===== src/rtl/wb_arbiter.sv =====
`default_nettype none
// ============================================================================
//  Module      : wb_arbiter
//  Description : Register-file write-port arbiter between the pipeline
//                writeback stage and a long-latency unit (divider).
//                Long-latency results are held in a 2-entry FIFO until the
//                port is free. A starvation counter stalls the pipeline for
//                one cycle so the FIFO head can drain.
//  Revision    : 1.0  initial release
// ============================================================================
module wb_arbiter #(
  parameter int STARVE_MAX = 3
) (
  input  logic        clk,
  input  logic        rst,
  // pipeline writeback stage
  input  logic        pipe_valid,
  input  logic [4:0]  pipe_rd,
  input  logic [1:0]  pipe_WDSel,
  input  logic [31:0] pipe_aluout,
  input  logic [31:0] pipe_dout,
  input  logic [31:0] pipe_PC,
  // long-latency unit
  input  logic        lu_valid,
  input  logic [4:0]  lu_rd,
  input  logic [31:0] lu_data,
  output logic        lu_ready,
  // decode-stage hazard check
  input  logic [4:0]  rs1,
  input  logic [4:0]  rs2,
  output logic        hazard,
  output logic        stall_pipe,
  // register-file write port
  output logic        RFWr,
  output logic [4:0]  rf_rd,
  output logic [31:0] WD
);

  // Counter must be wide enough to hold STARVE_MAX itself.
  localparam int C_STARVE_W = (STARVE_MAX < 1) ? 1 : $clog2(STARVE_MAX + 1);
  localparam logic [C_STARVE_W-1:0] C_STARVE_MAX = C_STARVE_W'(STARVE_MAX);

  // FIFO storage: two slots addressed by a 1-bit head pointer.
  logic [4:0]            fifo_rd_q   [2];
  logic [4:0]            fifo_rd_d   [2];
  logic [31:0]           fifo_data_q [2];
  logic [31:0]           fifo_data_d [2];
  logic                  head_q, head_d;
  logic [1:0]            count_q, count_d;
  logic [C_STARVE_W-1:0] starve_q, starve_d;

  // Registered write port.
  logic                  rf_wr_q, rf_wr_d;
  logic [4:0]            rf_rd_q, rf_rd_d;
  logic [31:0]           wd_q, wd_d;

  // Combinational decision signals.
  logic [31:0] w_pipe_data;
  logic        w_pipe_req;
  logic        w_fifo_empty;
  logic        w_lu_ready;
  logic        w_stall;
  logic        w_pop;
  logic        w_grant_pipe;
  logic        w_bypass;
  logic        w_push;
  logic        w_wr_idx;
  logic [1:0]  w_ent_valid;
  logic [4:0]  w_head_rd;
  logic [31:0] w_head_data;
  logic        w_hazard;

  // True when a non-zero source register matches any pending destination.
  function automatic logic src_hit(
    input logic [4:0] r,
    input logic [1:0] ent_valid,
    input logic [4:0] rd0,
    input logic [4:0] rd1,
    input logic       push,
    input logic [4:0] push_rd
  );
    logic hit;
    hit = (ent_valid[0] && (rd0 == r)) ||
          (ent_valid[1] && (rd1 == r)) ||
          (push && (push_rd == r));
    return (r != 5'd0) && hit;
  endfunction

  // Pipeline writeback operand select; the reserved encoding never writes.
  always_comb begin
    w_pipe_data = pipe_aluout;
    case (pipe_WDSel)
      2'b01:   w_pipe_data = pipe_dout;
      2'b10:   w_pipe_data = pipe_PC + 32'd4;
      default: w_pipe_data = pipe_aluout;
    endcase
  end

  // Write-port grant: forced drain, then pipeline, then FIFO, then bypass.
  always_comb begin
    w_fifo_empty = (count_q == 2'd0);
    w_pipe_req   = pipe_valid && (pipe_rd != 5'd0) && (pipe_WDSel != 2'b11);
    w_lu_ready   = !rst && (count_q != 2'd2);
    w_stall      = !rst && (starve_q == C_STARVE_MAX);
    w_pop        = 1'b0;
    w_grant_pipe = 1'b0;
    w_bypass     = 1'b0;
    if (!rst) begin
      if (w_stall) begin
        w_pop = 1'b1;
      end else if (w_pipe_req) begin
        w_grant_pipe = 1'b1;
      end else if (!w_fifo_empty) begin
        w_pop = 1'b1;
      end else if (lu_valid && (lu_rd != 5'd0)) begin
        w_bypass = 1'b1;
      end
    end
    // rd=0 results complete the handshake but are dropped; bypassed ones
    // go straight to the port and are not buffered.
    w_push = lu_valid && w_lu_ready && (lu_rd != 5'd0) && !w_bypass;
  end

  // Entry occupancy, head read-out and hazard detection.
  always_comb begin
    w_ent_valid[0] = (count_q == 2'd2) || ((count_q == 2'd1) && (head_q == 1'b0));
    w_ent_valid[1] = (count_q == 2'd2) || ((count_q == 2'd1) && (head_q == 1'b1));
    w_head_rd      = fifo_rd_q[head_q];
    w_head_data    = fifo_data_q[head_q];
    w_hazard       = !rst &&
                     (src_hit(rs1, w_ent_valid, fifo_rd_q[0], fifo_rd_q[1], w_push, lu_rd) ||
                      src_hit(rs2, w_ent_valid, fifo_rd_q[0], fifo_rd_q[1], w_push, lu_rd));
  end

  // FIFO next state: tail slot is head offset by the occupancy.
  always_comb begin
    fifo_rd_d   = fifo_rd_q;
    fifo_data_d = fifo_data_q;
    head_d      = head_q;
    count_d     = count_q;
    w_wr_idx    = head_q ^ count_q[0];
    if (w_push) begin
      fifo_rd_d[w_wr_idx]   = lu_rd;
      fifo_data_d[w_wr_idx] = lu_data;
    end
    if (w_pop) begin
      head_d = ~head_q;
    end
    case ({w_push, w_pop})
      2'b10:   count_d = count_q + 2'd1;
      2'b01:   count_d = count_q - 2'd1;
      default: count_d = count_q;
    endcase
    if (rst) begin
      head_d  = 1'b0;
      count_d = 2'd0;
    end
  end

  // Starvation counter: counts cycles the head waits, saturating.
  always_comb begin
    starve_d = starve_q;
    if (rst || w_fifo_empty || w_pop) begin
      starve_d = '0;
    end else if (starve_q != C_STARVE_MAX) begin
      starve_d = starve_q + 1'b1;
    end
  end

  // Write-port next state; address/data hold when nothing is granted.
  always_comb begin
    rf_wr_d = 1'b0;
    rf_rd_d = rf_rd_q;
    wd_d    = wd_q;
    if (rst) begin
      rf_rd_d = 5'd0;
      wd_d    = 32'd0;
    end else if (w_pop) begin
      rf_wr_d = 1'b1;
      rf_rd_d = w_head_rd;
      wd_d    = w_head_data;
    end else if (w_grant_pipe) begin
      rf_wr_d = 1'b1;
      rf_rd_d = pipe_rd;
      wd_d    = w_pipe_data;
    end else if (w_bypass) begin
      rf_wr_d = 1'b1;
      rf_rd_d = lu_rd;
      wd_d    = lu_data;
    end
  end

  // State registers; reset is folded into the _d logic above.
  always_ff @(posedge clk) begin
    fifo_rd_q   <= fifo_rd_d;
    fifo_data_q <= fifo_data_d;
    head_q      <= head_d;
    count_q     <= count_d;
    starve_q    <= starve_d;
    rf_wr_q     <= rf_wr_d;
    rf_rd_q     <= rf_rd_d;
    wd_q        <= wd_d;
  end

  assign lu_ready   = w_lu_ready;
  assign stall_pipe = w_stall;
  assign hazard     = w_hazard;
  assign RFWr       = rf_wr_q;
  assign rf_rd      = rf_rd_q;
  assign WD         = wd_q;

endmodule
`default_nettype wire


===== config.mk =====
export PLATFORM = sky130hd
export DESIGN_NAME = wb_arbiter
export DESIGN_NICKNAME = d
export VERILOG_FILES = /design/src/rtl/wb_arbiter.sv
export SDC_FILE = /design/constraint.sdc
export NUM_CORES = 1
export LEC_CHECK = 0
export BUFFER_PORTS_ARGS = -buffer_cell sky130_fd_sc_hd__buf_2
export CAP_MARGIN = 15
export CELL_PAD_IN_SITES_DETAIL_PLACEMENT = 0
export CELL_PAD_IN_SITES_GLOBAL_PLACEMENT = 1
export CORE_ASPECT_RATIO = 0.5
export CORE_MARGIN = 2
export CORE_UTILIZATION = 43
export DETAILED_ROUTE_END_ITERATION = 8
export GPL_TIMING_DRIVEN = 1
export PLACE_DENSITY = 0.86
export SLEW_MARGIN = 20
export SYNTH_ARGS = -nofsm -noshare
export SYNTH_HDL_FRONTEND = slang
export SYNTH_SLANG_ARGS = --single-unit

===== constraint.sdc =====
create_clock -name clk -period 5.8 [get_ports clk]
set_input_delay 0.87 -clock clk [delete_from_list [all_inputs] [get_ports clk]]
set_output_delay 0.87 -clock clk [all_outputs]
set_load 0.005 [all_outputs]

==> results of run 1 <==
[logic make-up (layout without fill, tap and decap cells)]
group           after synthesis  count (layout)  synth area share [%]
compound gates              193             193                  21.4
xor+xnor                     61              61                  8.38
fa+ha+maj                     9               9                  1.77
buf+inv                      60             253                  3.71
flops                       117             117                  48.3
mux                          37              37                  6.00
simple gates                132             132                  10.4
[cells in the final DEF (no fill, tap or decap), types with 4 or more instances in the layout]
master     instances
a211oi_1          12
a21oi_1           24
a221o_1            7
a221oi_1          13
a22oi_1            6
a311oi_1           6
buf_2            194
buf_4              9
bufinv_16          5
clkbuf_16         17
clkinv_2           6
dfxtp_1           42
edfxtp_1          74
ha_1               9
inv_1             17
mux2_2            10
mux2i_1           27
nand2_1           20
nand3_1           12
nand4_1            9
nor2_1            43
nor3_1            16
nor4_1             8
o2111ai_1          6
o211ai_1           7
o21ai_0           57
o221a_2            8
o22a_1             4
o22ai_1           10
or4_1              5
xnor2_1           30
xor2_1            31
[per-layer routing]
metal / vias to the layer above / track usage, %
li1: 2708 / -
met1: 2860 / 37.4
met2: 314 / 41.5
met3: 34 / 5.63
met4: 0 / 8.26
met5: - / 0
[power breakdown]
part | switching, W | internal, W | leakage, nW
Combinational | 0.000541 | 0.000363 | 1.83
Sequential | 0.0000682 | 0.00105 | 1.03
Clock | 0.000353 | 0.000768 | 0.314
Total | 0.000963 | 0.00218 | 3.18
[registers in the layout, indices dropped and copies added (netlist names)]
| signal | cells |
|---|---|
| fifo_rd_q | 10 |
| RFWr | 1 |
| fifo_data_q | 64 |
| WD | 32 |
| count_q | 2 |
| rf_rd | 5 |
| starve_q | 2 |
| head_q | 1 |
[worst paths after layout]
kind / start / end / cells after the start
min: WD[15] / WD[15] / 1
max: pipe_WDSel[0] / hazard / 10
max reg2reg: count_q[0] / fifo_data_q[43] / 8
min reg2reg: WD[15] / WD[15] / 1
[layout make-up]
cell class,instances,area [um^2],share of cell area [%]
Inverter,18,67.6,0.829
Tap cell,198,248,3.04
Multi-Input combinational cell,432,3080,37.8
Sequential cell,117,3080,37.8
Timing Repair Buffer,203,1040,12.7
Clock inverter,11,180,2.21
Clock buffer,21,450,5.53
[worst max-delay path: stages]
cell	delay (ns)
buf_2	0.12
ha_1	0.23
nand2b_1	0.26
a32o_1	0.52
nor4_1	0.54
inv_1	0.22
nor4_1	0.34
nor3_1	0.09
o22ai_1	0.18
buf_2	0.14
[stage by stage]
step / util, % / hold WS [ns] / cell area, um^2
after floorplan: - / 0.464 / 6380
after global placement: 52.0 / 0.447 / 7520
after detailed placement: 52.0 / 0.457 / 7520
after CTS: 56.3 / 0.470 / 8150
after global routing: 56.3 / 0.489 / 8150
final: 56.3 / 0.466 / 8150
[cell usage after synthesis (all sizes together) (4+ instances only)]
library cell | count | area (um^2)
nand3 | 12 | 60.1
mux2i | 27 | 270
a221oi | 13 | 114
a221o | 7 | 70.1
o211ai | 7 | 52.6
o21ai | 61 | 317
o221a | 9 | 101
nor4 | 10 | 75.1
a21oi | 24 | 120
buf | 12 | 56.3
nor2 | 45 | 171
nor3 | 16 | 80.1
a22oi | 6 | 45.0
edfxtp | 74 | 2220
xnor2 | 30 | 263
ha | 9 | 113
nand2 | 20 | 75.1
nand4 | 10 | 68.8
xor2 | 31 | 272
or4 | 6 | 48.8
dfxtp | 43 | 861
o22a | 4 | 35.0
inv | 18 | 67.6
clkbuf | 30 | 113
o2111ai | 6 | 52.6
a311oi | 6 | 52.6
o22ai | 10 | 62.6
a211oi | 12 | 90.1
mux2 | 10 | 113
==> impl_metrics.json, run 1 <==
{
  "slew_headroom_pct": 31.7,
  "wl_met2_um": 9770,
  "critPathKind": "input port to primary output",
  "ctsHoldBuffers": 0,
  "start_kind": "input port",
  "syn_inst": 609,
  "tns_ns": 0,
  "grt_max_degree": 42,
  "crit_path_max_fanout": 16,
  "cts-root-buf": "clkbuf_16",
  "grt_pass1_vias": 5682,
  "clock_path_buffers": 2,
  "worstSkewPairLatency_ns": 0.41,
  "dieArea_um2": 15900,
  "via_per_inst": 5.92,
  "stdcell_count": 1000,
  "gp_congestion": 0.885,
  "fin_ws_ns": 1.42,
  "worst-slew-pin-transition_ns": 1.02,
  "ys.warnings.count": 0,
  "arrival_ns": 3.51,
  "dp_hpwl_um": 15000,
  "drc": 0,
  "dp_slack_ns": 1.58,
  "wire_per_inst_um": 21.0,
  "status": "finished, final reports clean",
  "die_x_um": 176,
  "fin_crit_ns": 4.38,
  "ioPinCount": 195,
  "cts_made_buffers": 17,
  "num_antenna_cells": 0,
  "met1_length_um": 8910,
  "post-cts-setup-buffer-count": 0,
  "ys_types": 64,
  "dp_cells": 968,
  "p_leak_nw": 3.18,
  "rsz0062_at_grt": "false",
  "cts_tree": "done",
  "ir_drop_mv": 0.230,
  "syn2layout_area_growth_pct": 27.8,
  "die_height_um": 90.1,
  "syn-cell-area_um2": 6380,
  "r2r_setup_slack_ns": 2.23,
  "setup_viol": 0,
  "start_util_pct": 44.1,
  "grt.total_usage_pct": 26.7,
  "drt_iter0_drc": 672,
  "fin_skew_ns": 0.00878,
  "fmax_ghz": 0.228,
  "topRoutingLayerUsed": "met4",
  "ys_ff_latch": 117,
  "worstSetupEndpointType": "primary output",
  "grt_pass1_wl_um": 32200,
  "synth-edff-count": 74,
  "htreeDepth": 4,
  "firstDrtPassIters": 5,
  "port_buffers": 194,
  "final_antenna_net_count": 0,
  "drive_gt1_share_pct": 32.8,
  "final_nets": 952,
  "num_vias": 5916,
  "wirelength_um": 21000,
  "hp-class": "flop to flop",
  "avgSynthCellArea_um2": 10.5,
  "grt_overflow": 0,
  "maxCapViolations": 0,
  "ys_seq_area_share_pct": 48.3,
  "power_density_nw_per_um2": 385,
  "antenna_found_initial": 0,
  "n_fill_cell": 1271,
  "synth_ff_type": "edfxtp_1",
  "required_ns": 4.93,
  "total_power_w": 0.00314,
  "cts_sinks": 117,
  "cts_resized": 0,
  "layout_worst_path_cycle_share_pct": 75.6,
  "async_reset_ff_share_pct": 0,
  "row_count": 31,
  "wl_met3_um": 1990,
  "syn_nets": 772,
  "finalHoldViolations": 0,
  "slew_viol_final": 0,
  "clk_pin_slew_ns": 0.05,
  "core_um2": 14500
}
(Power assumes the default switching activity.)
==> run 2: changes to the inputs <==
--- a/config.mk
+++ b/config.mk
@@ -11,10 +11,10 @@
 export CELL_PAD_IN_SITES_GLOBAL_PLACEMENT = 1
 export CORE_ASPECT_RATIO = 0.5
 export CORE_MARGIN = 2
-export CORE_UTILIZATION = 43
+export CORE_UTILIZATION = 39
 export DETAILED_ROUTE_END_ITERATION = 8
 export GPL_TIMING_DRIVEN = 1
-export PLACE_DENSITY = 0.86
+export PLACE_DENSITY = 0.79
 export SLEW_MARGIN = 20
 export SYNTH_ARGS = -nofsm -noshare
 export SYNTH_HDL_FRONTEND = slang
==> constraint.sdc (replaced) <==
create_clock -name clk -period 4.25 [get_ports clk]
set_input_delay 0.6375 -clock clk [delete_from_list [all_inputs] [get_ports clk]]
set_output_delay 0.6375 -clock clk [all_outputs]
set_load 0.005 [all_outputs]
==> run 2 against run 1 <==
  * Design area is 0.72% higher
  * Clock skew up 0.00078 ns
  * Combinational power rose by 36%
  * Non-clock buffer count up 8
  * Largest cell class unchanged
  * Largest power group is now sequential cells
==> impl_metrics.json, run 2 (synthesis results as in run 1) <==
{
  "worst_path_dominant_cell_family": "simple AND/OR/NAND/NOR gates",
  "num_vias": 5874,
  "status": "finished, final reports clean",
  "drc": 0,
  "grt_pass1_wl_um": 32800,
  "sequentialPowerShare_pct": 36.7,
  "r2r_start": "count_q[0]",
  "cts_resized": 0,
  "reg2reg_depth": 9,
  "arrival_ns": 2.98,
  "r2r_setup_slack_ns": 1.25,
  "worst-slew-pin-transition_ns": 0.881,
  "grt_max_degree": 38,
  "tns_ns": 0,
  "dp_hpwl_um": 16000,
  "htreeDepth": 4,
  "port_buffers": 194,
  "cp.depth": 11,
  "mostFrequentLayoutCells": "194 x buf_2, 74 x edfxtp_1, 57 x o21ai_0",
  "setup_viol": 0,
  "p_switching_w": 0.00135,
  "cts_made_buffers": 17,
  "ioPinCount": 195,
  "cp-startpoint": "count_q[0]",
  "power_density_nw_per_um2": 514,
  "min-delay-start": "lu_data[13]",
  "grt.total_usage_pct": 25.5,
  "path_buf_inv": 4,
  "p_leak_nw": 3.19,
  "grt_overflow": 0,
  "hp-class": "input port to flop",
  "final_nets": 960,
  "clk_pin_slew_ns": 0.06,
  "fin_skew_ns": 0.00956,
  "post-cts-setup-buffer-count": 0,
  "firstDrtPassIters": 5,
  "total_power_w": 0.00422,
  "max_stage_delay_ns": 0.44,
  "crit_path_cell_trace": "inv_1 -> ha_1 -> nor4b_1 -> a32o_1 -> nor4_1 -> buf_4 -> inv_1 -> nor4_1 -> nor3_1 -> o22ai_1 -> buf_2",
  "finalHoldViolations": 0,
  "start_kind": "flop",
  "worstSkewPairLatency_ns": 0.41,
  "slew_headroom_pct": 41.3,
  "required_ns": 3.61,
  "wirelength_um": 22000,
  "die_x_um": 185,
  "clock_path_buffers": 2,
  "critPathKind": "flop to primary output",
  "critPathSlowestCell": "a32o_1",
  "n_fill_cell": 1478,
  "start_util_pct": 40.6,
  "layout_worst_path_cycle_share_pct": 85.1,
  "maxCapViolations": 0,
  "fin_crit_ns": 3.62,
  "top_register": "fifo_data_q",
  "via_per_inst": 5.70,
  "cts_sinks": 117,
  "core_um2": 15700,
  "slew_viol_final": 0,
  "pwr-share-clk_pct": 34.2,
  "comb_power_share_pct": 29.1,
  "gp_congestion": 0.851,
  "fmax_ghz": 0.276,
  "drive_gt1_share_pct": 33.7,
  "dieArea_um2": 17500,
  "wire_per_inst_um": 21.3,
  "crit-reg2reg-capture": "fifo_data_q[61]",
  "crit_path_max_fanout": 16,
  "syn2layout_area_growth_pct": 28.7,
  "antenna_found_initial": 0,
  "largest_reg_flops": 64,
  "cts_tree": "done",
  "worstSetupEndpointType": "primary output",
  "min_to": "fifo_data_q[45]",
  "drt_iter0_drc": 557,
  "intPower_w": 0.00287,
  "final_common_cell": "buf_2",
  "row_count": 32,
  "grt_pass1_vias": 5702,
  "rsz0062_at_grt": "false",
  "p_sw_share_pct": 32.1,
  "num_antenna_cells": 0,
  "final_antenna_net_count": 0,
  "cts-root-buf": "clkbuf_16",
  "hold_depth": 1,
  "die_height_um": 94.4,
  "ir_drop_mv": 0.335,
  "ctsHoldBuffers": 0
}
## run 2: cell count changes in the layout (fill, tap and decap cells not counted)
cell / previous run / this run
clkinv_2: 6 / 4
bufinv_16: 5 / 3
clkinv_4: 0 / 2
buf_4: 9 / 17
clkinvlp_4: 0 / 4
clkbuf_1: 3 / 1
## run 2: through the flow
stage | cells | instance area [um^2] | util, % | worst slack, ns | hold slack [ns]
after CTS | 1031 | 8210 | 52.3 | 0.621 | 0.417
after floorplan | 609 | 6380 | - | 0.526 | 0.464
final | 1031 | 8210 | 52.3 | 0.632 | 0.428
after global routing | 1031 | 8210 | 52.3 | 0.239 | 0.418
after global placement | 999 | 7610 | 48.5 | 0.756 | 0.446
after detailed placement | 999 | 7610 | 48.5 | 0.711 | 0.454
## run 2: worst max path at each step
stage                            endpoint  slack (ns)
after global placement             hazard        0.76
after global routing               hazard        0.24
after detailed placement           hazard        0.71
after floorplan           fifo_data_q[32]        0.53
after CTS                          hazard        0.62
final                              hazard        0.63
## run 2: area by class of cell
| type | count | area (um^2) | share of cell area [%] |
|---|---|---|---|
| Multi-Input combinational cell | 432 | 3080 | 37.5 |
| Timing Repair Buffer | 211 | 1100 | 13.4 |
| Sequential cell | 117 | 3080 | 37.6 |
| Clock buffer | 19 | 443 | 5.40 |
| Clock inverter | 13 | 158 | 1.92 |
| Tap cell | 221 | 277 | 3.37 |
| Inverter | 18 | 67.6 | 0.823 |
## run 2: metal layers
metal | track usage (%) | part of all wire [%] | vias up
met5 | 0 | 0 | -
met3 | 5.55 | 8.6 | 26
met1 | 35.5 | 45 | 2849
met4 | 7.87 | 1.4 | 0
met2 | 39.8 | 45 | 269
li1 | - | - | 2730
## run 2: power by group through the flow
| stage | Clock [W] | Combinational [W] | Sequential (W) |
|---|---|---|---|
| finish | 0.00144 | 0.00123 | 0.00155 |
| global route | 0.00151 | 0.00134 | 0.00157 |
| CTS | 0.00146 | 0.00122 | 0.00155 |
| detailed placement | 0 | 0.00122 | 0.00157 |
| global placement | 0 | 0.00120 | 0.00157 |
| floorplan | 0 | 0.000754 | 0.00153 |
## run 2: worst reg2reg max path: stages, from the launching register on
cell	delay, ns
dfxtp_1	0.40
inv_1	0.09
ha_1	0.29
nor4b_1	0.18
a32o_1	0.44
nor4_1	0.26
buf_4	0.17
inv_1	0.09
nor2_4	0.44
buf_4	0.36
==> run 3: changes to the inputs <==
--- a/config.mk
+++ b/config.mk
@@ -5,16 +5,17 @@
 export SDC_FILE = /design/constraint.sdc
 export NUM_CORES = 1
 export LEC_CHECK = 0
+export ABC_AREA = 1
 export BUFFER_PORTS_ARGS = -buffer_cell sky130_fd_sc_hd__buf_2
 export CAP_MARGIN = 15
 export CELL_PAD_IN_SITES_DETAIL_PLACEMENT = 0
 export CELL_PAD_IN_SITES_GLOBAL_PLACEMENT = 1
 export CORE_ASPECT_RATIO = 0.5
 export CORE_MARGIN = 2
-export CORE_UTILIZATION = 39
+export CORE_UTILIZATION = 38
 export DETAILED_ROUTE_END_ITERATION = 8
 export GPL_TIMING_DRIVEN = 1
-export PLACE_DENSITY = 0.79
+export PLACE_DENSITY = 0.8
 export SLEW_MARGIN = 20
 export SYNTH_ARGS = -nofsm -noshare
 export SYNTH_HDL_FRONTEND = slang
==> run 3 against run 2 <==
  * Area after synthesis up 11%
  * Sequential power fell by 9.7%
  * Routed wire length grew 6.0%
  * Critical path depth shrank 1
  * Sequential share of layout area decreased by 2.4 points
  * Final cell count up 33%
  * Global-route usage fell by 2.0 points
  * Via count increased by 18%
  * Combinational power fell by 37%
==> impl_metrics.json, run 3 <==
{
  "final_nets": 1280,
  "final_antenna_net_count": 0,
  "n_fill_cell": 1879,
  "dp_hpwl_um": 17300,
  "fmax_ghz": 0.346,
  "tns_ns": 0,
  "crit-reg2reg-capture": "fifo_data_q[29]",
  "syn_inst": 936,
  "grt_max_degree": 41,
  "drc": 0,
  "reg2reg_depth": 9,
  "post-route-util_pct": 47.8,
  "min-delay-start": "lu_data[13]",
  "ioPinCount": 195,
  "firstDrtPassIters": 4,
  "post-cts-setup-buffer-count": 0,
  "slew_headroom_pct": 49.0,
  "worstSetupEndpointType": "primary output",
  "ir_drop_mv": 0.210,
  "fin_crit_ns": 2.89,
  "maxCapViolations": 0,
  "dpl_cell_area_um2": 8190,
  "r2r_start": "starve_q[1]",
  "slew_viol_final": 0,
  "mostFrequentLayoutCells": "229 x nand2_1, 194 x buf_2, 145 x nor2_1",
  "crit_path_max_fanout": 23,
  "avgSynthCellArea_um2": 7.57,
  "top_register": "fifo_data_q",
  "r2r_setup_slack_ns": 1.71,
  "gp_congestion": 0.908,
  "syn2layout_area_growth_pct": 23.9,
  "rsz0062_at_grt": "false",
  "synth_ff_type": "edfxtp_1",
  "layout_worst_path_cycle_share_pct": 68.0,
  "yosys.area.top_type": "edfxtp_1",
  "final_common_cell": "nand2_1",
  "worst-slew-pin-transition_ns": 0.764,
  "hp-class": "input port to flop",
  "ys_ff_latch": 117,
  "grt_pass1_wl_um": 35400,
  "num_vias": 6935,
  "num_antenna_cells": 0,
  "dieArea_um2": 19800,
  "power_density_nw_per_um2": 409,
  "start_kind": "flop",
  "cts_tree": "done",
  "syn_nets": 1099,
  "ys_seq_area_share_pct": 43.5,
  "wirelength_um": 23300,
  "required_ns": 3.61,
  "critPathKind": "flop to primary output",
  "drive_gt1_share_pct": 24.2,
  "wire_per_inst_um": 17.0,
  "ctsHoldBuffers": 0,
  "async_reset_ff_share_pct": 0,
  "worstSkewPairLatency_ns": 0.42,
  "arrival_ns": 2.25,
  "largest_reg_flops": 64,
  "die_x_um": 197,
  "synth-edff-count": 74,
  "cts-root-buf": "clkbuf_16",
  "p_leak_nw": 3.87,
  "via_per_inst": 5.06,
  "synth_area_leaders": "edfxtp_1 31%, dfxtp_1 12%, nand2_1 12%",
  "row_count": 35,
  "cts_sinks": 117,
  "ys_types": 40,
  "cts_resized": 0,
  "setup_viol": 0,
  "core_um2": 18300,
  "drt_iter0_drc": 441,
  "grt_pass1_vias": 6453,
  "yosysMostFrequentCell": "nand2_1",
  "final_area_um2": 8770,
  "start_util_pct": 38.6,
  "die_height_um": 101,
  "grt_overflow": 0,
  "grt.total_usage_pct": 23.5,
  "ys.warnings.count": 0,
  "yosys-top-cells-count": "229 x nand2_1, 147 x nor2_1, 91 x a21oi_1",
  "netlist.area_leader.share_pct": 31.4,
  "hold_depth": 1,
  "min_to": "fifo_data_q[45]",
  "cts_made_buffers": 17,
  "port_buffers": 194,
  "multi_input_comb_area_um2": 3500,
  "fin_skew_ns": 0.00998,
  "ff_latch_area_um2": 3080,
  "clock_path_buffers": 2,
  "syn-cell-area_um2": 7080,
  "htreeDepth": 4,
  "status": "finished, final reports clean",
  "finalHoldViolations": 0,
  "antenna_found_initial": 0,
  "clk_pin_slew_ns": 0.06
}
[run 3: cell count changes in the layout (fill, tap and decap cells not counted), sizes merged, moves of 14 or more]
cell   change
inv       +61
nand3     +40
nor2     +114
a21oi     +67
o21ai     +14
nand2    +215
xnor2     -21
[run 3: layout make-up]
type / count / share of cell area (%)
repair buffers: 201 / 11.7
clock buffers: 18 / 4.89
clock inverters: 14 / 1.70
well taps: 240 / 3.42
inverters: 75 / 3.24
multi-input cells: 705 / 39.9
flip-flops and latches: 117 / 35.2
[run 3: worst max-delay path: stages (launching register included)]
cell and delay (ns):
dfxtp_2 0.31, inv_1 0.55, a21oi_1 0.20, a21oi_1 0.22
nand3_1 0.10, nand2_1 0.07, inv_1 0.04, nand2_1 0.05
nand2_1 0.05, a21oi_1 0.13, buf_2 0.12
[run 3: kinds of logic after synthesis]
family | count (synthesis) | synth area share [%]
adders and majority gates | 9 | 1.59
DFF | 117 | 43.5
and+or+nand+nor | 467 | 28.1
buffers and inverters | 114 | 7.23
AOI/OAI and AO/OA | 184 | 13.6
xor gates and xnor gates | 27 | 3.34
muxes | 18 | 2.54
[run 3: how the worst max path moves through the flow]
| stage | startpoint | end | slack, ns | depth (start not counted) |
|---|---|---|---|---|
| 6_report | head_q | hazard | 1.36 | 10 |
| 3_5_place_dp | pipe_WDSel[0] | fifo_data_q[26] | 1.18 | 10 |
| 5_1_grt | head_q | hazard | 1.08 | 10 |
| 2_1_floorplan | pipe_WDSel[0] | fifo_data_q[0] | 0.75 | 8 |
| 4_1_cts | head_q | hazard | 1.31 | 10 |
| 3_3_place_gp | pipe_WDSel[0] | fifo_data_q[57] | 1.27 | 10 |
[run 3: through the flow]
step / std cells / total power, W / setup slack [ns] / hold slack, ns
after floorplan: 936 / 0.00190 / 0.751 / 0.467
after global placement: 1338 / 0.00219 / 1.27 / 0.474
after detailed placement: 1338 / 0.00220 / 1.18 / 0.488
after CTS: 1370 / 0.00360 / 1.31 / 0.416
after global routing: 1370 / 0.00376 / 1.08 / 0.404
final: 1370 / 0.00359 / 1.36 / 0.425
[run 3: layer usage]
layer  global-route usage [%]  part of all wire (%)  vias up
met2                     37.3                    44      233
met4                     6.88                   2.1        0
met3                     4.22                   5.6       36
li1                         -                     -     3450
met5                        0                     0        -
met1                     33.1                    48     3216
[run 3: where the power goes]
group / internal [W] / switching [W]
combinational: 0.000283 / 0.000498
sequential: 0.00134 / 0.0000590
clock: 0.000867 / 0.000540
total: 0.00249 / 0.00110
